==> config.mk <==
export PLATFORM = sky130hd
export DESIGN_NAME = mem_stage_lsu
export DESIGN_NICKNAME = d
export VERILOG_FILES = /design/src/rtl/lsu_pkg.sv /design/src/rtl/lsu_align.sv /design/src/rtl/mem_stage_lsu.sv
export SDC_FILE = /design/constraint.sdc
export NUM_CORES = 1
export LEC_CHECK = 0
export CAP_MARGIN = 5
export CORE_ASPECT_RATIO = 0.6
export CORE_UTILIZATION = 43
export DETAILED_ROUTE_END_ITERATION = 10
export PLACE_DENSITY = 0.9
export SLEW_MARGIN = 10
export SYNTH_ARGS = -nofsm -noshare
export SYNTH_HDL_FRONTEND = slang
export SYNTH_SLANG_ARGS = --single-unit
==> constraint.sdc <==
create_clock -name clk -period 2.6 [get_ports clk]
set_input_delay 0.65 -clock clk [delete_from_list [all_inputs] [get_ports clk]]
set_output_delay 0.65 -clock clk [all_outputs]
set_load 0.02 [all_outputs]
==> src/rtl/lsu_pkg.sv <==
// Shared encodings and lane helpers for the MEM-stage load/store unit.
// Used by the alignment datapath and the stage FSM.
package lsu_pkg;

  localparam logic [1:0] SZ_B = 2'b00;
  localparam logic [1:0] SZ_H = 2'b01;
  localparam logic [1:0] SZ_W = 2'b10;

  typedef enum logic [2:0] {
    ST_IDLE  = 3'd0,
    ST_REQ   = 3'd1,
    ST_WAIT  = 3'd2,
    ST_DONE  = 3'd3,
    ST_DRAIN = 3'd4
  } lsu_state_e;

  function automatic logic [3:0] lane_strb(input logic [1:0] size, input logic [1:0] off);
    logic [3:0] strb;
    case (size)
      SZ_B:    strb = 4'b0001 << off;
      SZ_H:    strb = off[1] ? 4'b1100 : 4'b0011;
      default: strb = 4'b1111;
    endcase
    return strb;
  endfunction

  // size[2] selects zero extension (LBU/LHU)
  function automatic logic [31:0] load_align(input logic [31:0] rdata, input logic [2:0] size,
                                             input logic [1:0] off);
    logic [31:0] bsh;
    logic [31:0] hsh;
    logic [31:0] res;
    bsh = rdata >> {off, 3'b000};
    hsh = rdata >> {off[1], 4'b0000};
    case (size[1:0])
      SZ_B:    res = size[2] ? {24'h000000, bsh[7:0]} : {{24{bsh[7]}}, bsh[7:0]};
      SZ_H:    res = size[2] ? {16'h0000, hsh[15:0]} : {{16{hsh[15]}}, hsh[15:0]};
      default: res = rdata;
    endcase
    return res;
  endfunction

endpackage

==> src/rtl/lsu_align.sv <==
// Combinational store lane replication/strobes and load extraction/extension.
// Kept standalone so a future D-cache can share the same lane logic.
module lsu_align
  import lsu_pkg::*;
#(
  parameter int XLEN = 32
) (
  input  logic [2:0]        st_size,
  input  logic [1:0]        st_off,
  input  logic [XLEN-1:0]   st_data,
  output logic [XLEN-1:0]   st_wdata,
  output logic [XLEN/8-1:0] st_strb,
  output logic              st_misalign,
  input  logic [2:0]        ld_size,
  input  logic [1:0]        ld_off,
  input  logic [XLEN-1:0]   ld_rdata,
  output logic [XLEN-1:0]   ld_data
);

  // Store data replication onto every lane the access could target
  always_comb begin
    case (st_size[1:0])
      SZ_B:    st_wdata = {4{st_data[7:0]}};
      SZ_H:    st_wdata = {2{st_data[15:0]}};
      default: st_wdata = st_data;
    endcase
  end

  // Strobes, misalignment and load extraction
  always_comb begin
    st_strb     = lane_strb(st_size[1:0], st_off);
    st_misalign = ((st_size[1:0] == SZ_H) && st_off[0]) ||
                  ((st_size[1:0] == SZ_W) && (st_off != 2'b00));
    ld_data     = load_align(ld_rdata, ld_size, ld_off);
  end

endmodule

==> src/rtl/mem_stage_lsu.sv <==
// MEM pipeline stage: req/gnt/rvalid data-memory handshake, load alignment,
// misalignment detection, flush handling and an optional rvalid timeout.
module mem_stage_lsu
  import lsu_pkg::*;
#(
  parameter int XLEN     = 32,
  parameter int TAG_W    = 5,
  parameter int MAX_WAIT = 0
) (
  input  logic              clk,
  input  logic              rst_n,
  input  logic              es_to_ms_valid,
  output logic              ms_allowin,
  input  logic [XLEN-1:0]   es_addr,
  input  logic [XLEN-1:0]   es_wdata,
  input  logic [2:0]        es_size,
  input  logic              es_we,
  input  logic              es_re,
  input  logic [TAG_W-1:0]  es_rd,
  input  logic              es_rd_wen,
  input  logic [XLEN-1:0]   es_result,
  input  logic [XLEN-1:0]   es_pc,
  input  logic              flush,
  output logic              dmem_req,
  output logic              dmem_we,
  output logic [XLEN-1:0]   dmem_addr,
  output logic [XLEN-1:0]   dmem_wdata,
  output logic [XLEN/8-1:0] dmem_strb,
  input  logic              dmem_gnt,
  input  logic              dmem_rvalid,
  input  logic [XLEN-1:0]   dmem_rdata,
  output logic              ms_to_ws_valid,
  input  logic              ws_allowin,
  output logic [TAG_W-1:0]  ms_rd,
  output logic              ms_rd_wen,
  output logic [XLEN-1:0]   ms_wdata,
  output logic [XLEN-1:0]   ms_pc,
  output logic              ms_fwd_valid,
  output logic              misalign,
  output logic              bus_err
);

  localparam int CNT_W = (MAX_WAIT > 1) ? $clog2(MAX_WAIT) : 1;

  lsu_state_e        state_r;
  lsu_state_e        state_nxt_s;
  logic              accept_s;
  logic              mem_op_s;
  logic              timeout_s;
  logic              ld_take_s;
  logic [XLEN-1:0]   st_wdata_s;
  logic [XLEN/8-1:0] st_strb_s;
  logic              st_mis_s;
  logic [XLEN-1:0]   ld_data_s;
  logic              we_r;
  logic [2:0]        size_r;
  logic [1:0]        off_r;
  logic [XLEN-1:0]   addr_r;
  logic [XLEN-1:0]   wdata_r;
  logic [XLEN/8-1:0] strb_r;
  logic [TAG_W-1:0]  rd_r;
  logic              rd_wen_r;
  logic [XLEN-1:0]   result_r;
  logic [XLEN-1:0]   pc_r;
  logic              misalign_r;
  logic              bus_err_r;
  logic [CNT_W-1:0]  wait_cnt_r;

  lsu_align #(.XLEN(XLEN)) u_align (
    .st_size     (es_size),
    .st_off      (es_addr[1:0]),
    .st_data     (es_wdata),
    .st_wdata    (st_wdata_s),
    .st_strb     (st_strb_s),
    .st_misalign (st_mis_s),
    .ld_size     (size_r),
    .ld_off      (off_r),
    .ld_rdata    (dmem_rdata),
    .ld_data     (ld_data_s)
  );

  // Handshake decode shared by the FSM and the capture registers
  always_comb begin
    ms_allowin = (state_r == ST_IDLE) || ((state_r == ST_DONE) && ws_allowin);
    accept_s   = es_to_ms_valid && ms_allowin && !flush;
    mem_op_s   = es_we || es_re;
    timeout_s  = (MAX_WAIT != 0) && (wait_cnt_r == CNT_W'(MAX_WAIT - 1));
    ld_take_s  = ((state_r == ST_REQ) && dmem_gnt && !we_r && dmem_rvalid) ||
                 ((state_r == ST_WAIT) && dmem_rvalid);
  end

  // State register
  always_ff @(posedge clk or negedge rst_n) begin
    if (!rst_n) begin
      state_r <= ST_IDLE;
    end else begin
      state_r <= state_nxt_s;
    end
  end

  // Next-state logic; flush always wins over an accept in the same cycle
  always_comb begin
    state_nxt_s = state_r;
    case (state_r)
      ST_IDLE, ST_DONE: begin
        if (flush) begin
          state_nxt_s = ST_IDLE;
        end else if (accept_s) begin
          state_nxt_s = (mem_op_s && !st_mis_s) ? ST_REQ : ST_DONE;
        end else if ((state_r == ST_DONE) && ws_allowin) begin
          state_nxt_s = ST_IDLE;
        end else begin
          state_nxt_s = state_r;
        end
      end
      ST_REQ: begin
        if (!dmem_gnt) begin
          state_nxt_s = flush ? ST_IDLE : ST_REQ;
        end else if (we_r || dmem_rvalid) begin
          state_nxt_s = flush ? ST_IDLE : ST_DONE;
        end else begin
          state_nxt_s = flush ? ST_DRAIN : ST_WAIT;
        end
      end
      ST_WAIT: begin
        if (dmem_rvalid) begin
          state_nxt_s = flush ? ST_IDLE : ST_DONE;
        end else if (flush || timeout_s) begin
          state_nxt_s = ST_DRAIN;
        end else begin
          state_nxt_s = ST_WAIT;
        end
      end
      ST_DRAIN: begin
        state_nxt_s = dmem_rvalid ? ST_IDLE : ST_DRAIN;
      end
      default: begin
        state_nxt_s = ST_IDLE;
      end
    endcase
  end

  // Output decode; the fresh load value is forwarded on the rvalid cycle
  always_comb begin
    dmem_req       = (state_r == ST_REQ);
    ms_to_ws_valid = (state_r == ST_DONE);
    ms_fwd_valid   = (state_r == ST_DONE) || ((state_r == ST_WAIT) && dmem_rvalid);
    ms_wdata       = ((state_r == ST_WAIT) && dmem_rvalid) ? ld_data_s : result_r;
  end

  // Instruction capture and load result update
  always_ff @(posedge clk or negedge rst_n) begin
    if (!rst_n) begin
      we_r     <= 1'b0;
      size_r   <= 3'b000;
      off_r    <= 2'b00;
      addr_r   <= {XLEN{1'b0}};
      wdata_r  <= {XLEN{1'b0}};
      strb_r   <= {(XLEN/8){1'b0}};
      rd_r     <= {TAG_W{1'b0}};
      rd_wen_r <= 1'b0;
      result_r <= {XLEN{1'b0}};
      pc_r     <= {XLEN{1'b0}};
    end else if (accept_s) begin
      we_r     <= es_we;
      size_r   <= es_size;
      off_r    <= es_addr[1:0];
      addr_r   <= {es_addr[XLEN-1:2], 2'b00};
      wdata_r  <= st_wdata_s;
      strb_r   <= es_we ? st_strb_s : {(XLEN/8){1'b0}};
      rd_r     <= es_rd;
      rd_wen_r <= es_rd_wen && !(mem_op_s && st_mis_s);
      result_r <= es_result;
      pc_r     <= es_pc;
    end else if (ld_take_s) begin
      result_r <= ld_data_s;
    end else begin
      result_r <= result_r;
    end
  end

  // Event pulses and the rvalid wait counter (cleared whenever not waiting)
  always_ff @(posedge clk or negedge rst_n) begin
    if (!rst_n) begin
      misalign_r <= 1'b0;
      bus_err_r  <= 1'b0;
      wait_cnt_r <= {CNT_W{1'b0}};
    end else begin
      misalign_r <= accept_s && mem_op_s && st_mis_s;
      bus_err_r  <= (state_r == ST_WAIT) && !dmem_rvalid && timeout_s;
      wait_cnt_r <= (state_r == ST_WAIT) ? wait_cnt_r + {{(CNT_W-1){1'b0}}, 1'b1} : {CNT_W{1'b0}};
    end
  end

  assign dmem_we    = we_r;
  assign dmem_addr  = addr_r;
  assign dmem_wdata = wdata_r;
  assign dmem_strb  = strb_r;
  assign ms_rd      = rd_r;
  assign ms_rd_wen  = rd_wen_r;
  assign ms_pc      = pc_r;
  assign misalign   = misalign_r;
  assign bus_err    = bus_err_r;

endmodule

Word level (Yosys, flattened, before mapping)
Cells that the tools add are included.
Widths: inputs -> output; s select.
{"block": "op_classes", "muxes": 22, "reduce_logical": 30, "n_shift": 3, "eq_ne": 8}
{"cell": "$mux 32", "count": 5}
{"cell": "$pmux 32 s2", "count": 2}
{"cell": "$shr 32x5->16", "count": 1}
{"cell": "$shr 32x5->8", "count": 1}
{"cell": "$mux 3", "count": 8}
{"cell": "$logic_and 1x1->1", "count": 14}
{"cell": "$pmux 3 s4", "count": 1}
{"cell": "$mux 4", "count": 2}
{"cell": "$pmux 4 s2", "count": 1}
{"cell": "$eq 3x2->1 const B", "count": 2}
{"cell": "$logic_or 1x1->1", "count": 6}
{"cell": "$eq 2x1->1 const B", "count": 2}
{"cell": "$logic_not 1->1", "count": 4}
{"cell": "$logic_not 2->1", "count": 2}
{"cell": "$mux 2", "count": 2}
{"cell": "$ne 4x4->1 const B", "count": 1}
{"cell": "$reduce_bool 2->1", "count": 2}
{"cell": "$shl 1x2->4 const A", "count": 1}
{"cell": "$eq 3x1->1 const B", "count": 1}
{"cell": "$eq 3x3->1 const B", "count": 1}
{"cell": "$logic_not 3->1", "count": 1}
{"cell": "$eq 2x2->1 const B", "count": 1}
{"cell": "$reduce_or 2->1", "count": 1}
{"cell": "$mux 1", "count": 1}
{"block": "totals", "in_bits": 178, "elab_cells": 75, "output_inout_bits": 145, "ff_bits": 146}

Logic depth before layout (Yosys ltp)
{"block": "logic_depth", "ltp_word": 9, "depth_mapped": 8, "mapped_depth_nobuf": 4}

Cells and area by module
A second synthesis with hierarchy kept.
{"block": "unflattened", "hier_cells": 659, "area_unflattened_um2": 8001.4}
{"module": "mem_stage_lsu", "cells_per_inst": 501, "n_inst": 1, "area_per_inst_um2": 6814.0, "seq_area_each_um2": 3653.5}
{"module": "lsu_align", "cells_per_inst": 158, "n_inst": 1, "area_per_inst_um2": 1187.4, "seq_area_each_um2": 0.0}

Worst setup path after synthesis
Ideal clock, no wire load.
{"block": "synth_path", "kind": "input to output", "from": "in dmem_rdata[31]", "to": "out ms_wdata[15]", "slack_ns": 0.160, "required_time_ns": 1.950, "arrival_ns": 1.790, "path_buffers": 0, "path_stages": 4, "cell_sequence": "mux4_2 nor3b_4 a221oi_1 o21ai_0"}
{"block": "synth_between", "elab_chain_len": 4, "elab_cells_between_ends": 6, "cone_classes": "shift: 2; mux: 4"}
{"item": "from (decl)", "line": "mem_stage_lsu.sv:31", "rtl": "input logic [XLEN-1:0] dmem_rdata,"}
{"item": "$shr 32x5->16 or $shr 32x5->8 (tied branches)", "line": "lsu_pkg.sv:34, lsu_pkg.sv:33"}
{"item": "$mux 32, on equally long branches", "line": "lsu_pkg.sv:37, lsu_pkg.sv:36"}
{"item": "$pmux 32 s2 *", "line": "lsu_pkg.sv:35", "rtl": "case (size[1:0])"}
{"item": "$mux 32 *", "line": "mem_stage_lsu.sv:148", "rtl": "ms_wdata = ((state_r == ST_WAIT) && dmem_rvalid) ? ld_data_s : result_r;"}
{"item": "to (decl)", "line": "mem_stage_lsu.sv:36", "rtl": "output logic [XLEN-1:0] ms_wdata,"}
Mark *: on every way between the ends. The rest lies on a longest branch, timed or not.

Worst setup path after layout
{"block": "layout_path", "from": "in dmem_rdata[23]", "to": "out ms_wdata[15]"}
{"block": "layout_between", "elab_chain_len": 4}
{"item": "$shr 32x5->8", "line": "lsu_pkg.sv:33", "rtl": "bsh = rdata >> {off, 3'b000};"}
{"item": "$mux 32", "line": "lsu_pkg.sv:36", "rtl": "SZ_B: res = size[2] ? {24'h000000, bsh[7:0]} : {{24{bsh[7]}}, bsh[7:0]};"}
{"item": "$pmux 32 s2", "line": "lsu_pkg.sv:35"}
{"item": "$mux 32", "line": "mem_stage_lsu.sv:148"}
No other way between the ends.

==> results by group <==
Outcome
  • Status: finished with violations
  • Failing checks: negative setup slack

Routing
  • Post-route DRC: 0
  • First drt pass iteration count: 5
  • Vias/cell: 5.420
  • Antenna-violating nets left: 0
  • DR iter-0 viols: 676
  • Wire per inst: 19.19 microns
  • Drt total wl: 27,930 microns
  • Via Count: 7,886

Logic synthesis
  • Synth Area in Simple Gates: 22.58%
  • Mean Syn Cell Area: 8.740 sq um
  • Ys async rst share: 100.0%
  • Largest family of logic cells by synthesized area: simple AND/OR/NAND/NOR gates
  • Sequential share of the synthesized area: 50.18%
  • Synth Register Bits: 146
  • Post-synth EDFFs: 0
  • Compound-cell area share of the yosys netlist: 17.10%
  • Synth Cell Area: 7281 sq um
  • Yosys warning count: 0
  • Post-Synth XOR/XNOR Area: 0%
  • Synth Flop Type: dfrtp_1
  • Post-Synth Adder-Cell Area: 0%
  • Yosys cell types: 51
  • Post-synthesis mux area share: 5.620%
  • Syn Inst Count: 833

Timing
  • Slew @ Worst Pin: 0.9446 ns
  • Final worst path period need: 2.940 ns
  • Worst Skew: 0.01362 ns
  • Fin. max-slew vios: 0
  • Setup WS post-layout: -0.3404 ns
  • Tcrit/Tclk final: 113.1%
  • Hold WS: 0.1402 ns
  • Setup TNS: -6.596 ns
  • Fmax: 0.3401 GHz
  • Endpoints failing setup: 32
  • Fin. Hold Viols: 0
  • RSZ-0062 raised after global routing: yes
  • Worst rel slew slack: 36.79%

GRT
  • Largest net degree at the start of global routing: 86
  • First-pass GRT wire length: 40,560 microns
  • Initial antenna violation count: 0
  • GRT Overall Usage: 30.58%
  • Number of global-route vias before repair: 7,517
  • GRT overflow: 0

Final layout
  • Most frequent cells in the layout: 309 x nand2_1, 266 x clkdlybuf4s50_1, 145 x dfrtp_1
  • Area grow syn2layout: 66.16%
  • # diodes: 0
  • Multi-input gate area: 3571 sq um
  • Final core occ: 73.79%
  • Share of post-route cells with drive strength above 1: 18.50%
  • Commonest non-fill, non-tap cell in the layout: nand2_1
  • Design Area, Final: 12,100 sq um
  • Fillcell total: 1,170
  • Final nets: 1,392
  • Register area: 3655 sq um

Setup path
  • Setup CP Type: primary input to output pin
  • CP arrival: 2.29 ns
  • FF-to-FF path depth: 9
  • Crit. End Element: output pin
  • Startpoint types: primary input
  • R2R Path Start: size_r[1]$_DFFE_PN0P_
  • Reg2Reg Setup Slack: 0.45 ns
  • WP data required: 1.95 ns
  • Crit Path Max Fanout: 3
  • Worst R2R End: result_r[12]$_DFFE_PN0P_

Clocking
  • CTS tree: built
  • CTS root buffer: clkbuf_16
  • Cts hold-fix bufs: 0
  • Worst-Skew Late Latency: 0.41 ns
  • Clk buf depth: 2
  • Level count of the clock H-tree: 4
  • CTS sink cnt: 146
  • Clock slew at reported path FFs: 0.07 ns
  • Num CTS Buffers: 17

Job
  • Maxcap violations: 0

Placement
  • Placed Area: 11,190 sq um
  • PortBufs: 319
  • RePlAce Congestion: 0.9351
  • Detail Placement HPWL: 20,040 microns

Floorplan
  • I/O pin total: 323
  • Number of cell rows: 36
  • Core Box Area: 16,400 sq um
  • Initial Utilization: 44.41%
  • Die W: 170.0 microns
  • Die height: 102.8 microns
  • Die Area: 17,470 sq um

Min path
  • Hold Crit Class: primary input to async pin

Power and ir drop
  • Net switching power: 6233 uW
  • P per Cell Area: 1240 nW/um^2
  • Peak VDD IR: 0.0006149 V
  • Pleak: 0.005560 uW
  • Internal Pwr Total: 8766 uW
  • Comb power frac: 56.7%
  • Switching share of power: 41.55%
  • Clock power frac: 16.3%
  • Sequential power share: 27.1%
-- power groups by stage --
stage	Sequential [uW]	Combinational, uW	Clock (uW)
after floorplan	4980	2910	0
after global placement	4000	7580	0
after detailed placement	4050	7790	0
after CTS	4030	8150	2480
after global routing	4170	8970	2590
final	4060	8500	2440
-- state kept, by name, indices dropped and copies added (netlist names), 2 cells and up --
name	cells
off_r	2
ms_rd	5
result_r	32
dmem_addr	30
size_r	3
dmem_wdata	32
ms_pc	32
state_r	3
dmem_strb	4
-- worst max-delay path by stage --
stage / from / end / slack [ns] / cells past startpoint
4_1_cts: off_r[1]$_DFFE_PN0P_ / ms_wdata[11] / -0.28 / 7
5_1_grt: off_r[1]$_DFFE_PN0P_ / ms_wdata[14] / -0.35 / 7
2_1_floorplan: dmem_rdata[31] / ms_wdata[15] / 0.16 / 4
3_3_place_gp: dmem_rvalid / ms_wdata[3] / -0.75 / 6
6_report: dmem_rdata[23] / ms_wdata[15] / -0.34 / 8
3_5_place_dp: dmem_rdata[23] / ms_wdata[11] / -0.88 / 6
-- Yosys cell counts (all sizes together) (10+ instances only) --
| cell type | instances | area (sq um) |
|---|---|---|
| a211oi | 15 | 122.6 |
| nor3b | 10 | 86.33 |
| o21ai | 68 | 340.3 |
| mux2i | 25 | 262.8 |
| nand2 | 309 | 1160 |
| clkbuf | 15 | 56.30 |
| dfrtp | 146 | 3654 |
| o211ai | 17 | 132.6 |
| buf | 47 | 265.3 |
| a21oi | 30 | 150.1 |
| a22o | 16 | 140.1 |
| o31a | 16 | 140.1 |
| nor2 | 49 | 193.9 |
-- critical path, cell delays in order --
cell,delay [ns]
clkdlybuf4s15_1,0.23
mux4_2,0.48
nor3b_4,0.18
buf_4,0.13
buf_6,0.12
a221oi_4,0.24
o21ai_1,0.10
buf_2,0.16
-- metrics by stage --
stage | worst slack, ns | instances | power (uW)
after floorplan | 0.1602 | 835 | 7887
after global placement | -0.7465 | 1402 | 11580
after detailed placement | -0.8778 | 1402 | 11830
after CTS | -0.2839 | 1449 | 14660
after global routing | -0.3485 | 1455 | 15720
final | -0.3404 | 1455 | 15000
-- per-layer routing --
metal / up-vias / wire (microns) / track usage, %
met5: - / 0 / 0
met4: 0 / 976 / 11.64
met3: 92 / 2720 / 10.25
met2: 442 / 13040 / 49.75
met1: 3768 / 11190 / 38.17
li1: 3584 / - / -
-- timing repair --
item / in CTS / in global routing
setup endpoints to repair: 34 / 33
buffers inserted: 15 / 7
pin swaps: 15 / 17
cloned: 1 / 0
gates resized for setup: 226 / 25
-- area by class of cell --
cell class                      instances  area share (%)
Clock buffer                           19           3.661
Clock inverter                         13           1.179
Inverter                                1         0.03103
Multi-Input combinational cell        626           29.52
Sequential cell                       146           30.21
Tap cell                              228           2.358
Timing Repair Buffer                  422           33.04
-- cell families after synthesis --
logic type / after synthesis
simple gates: 401
compound gates: 187
buf+inv: 63
mux: 35
flops: 146
other cells: 1
(Power assumes the default switching activity.)
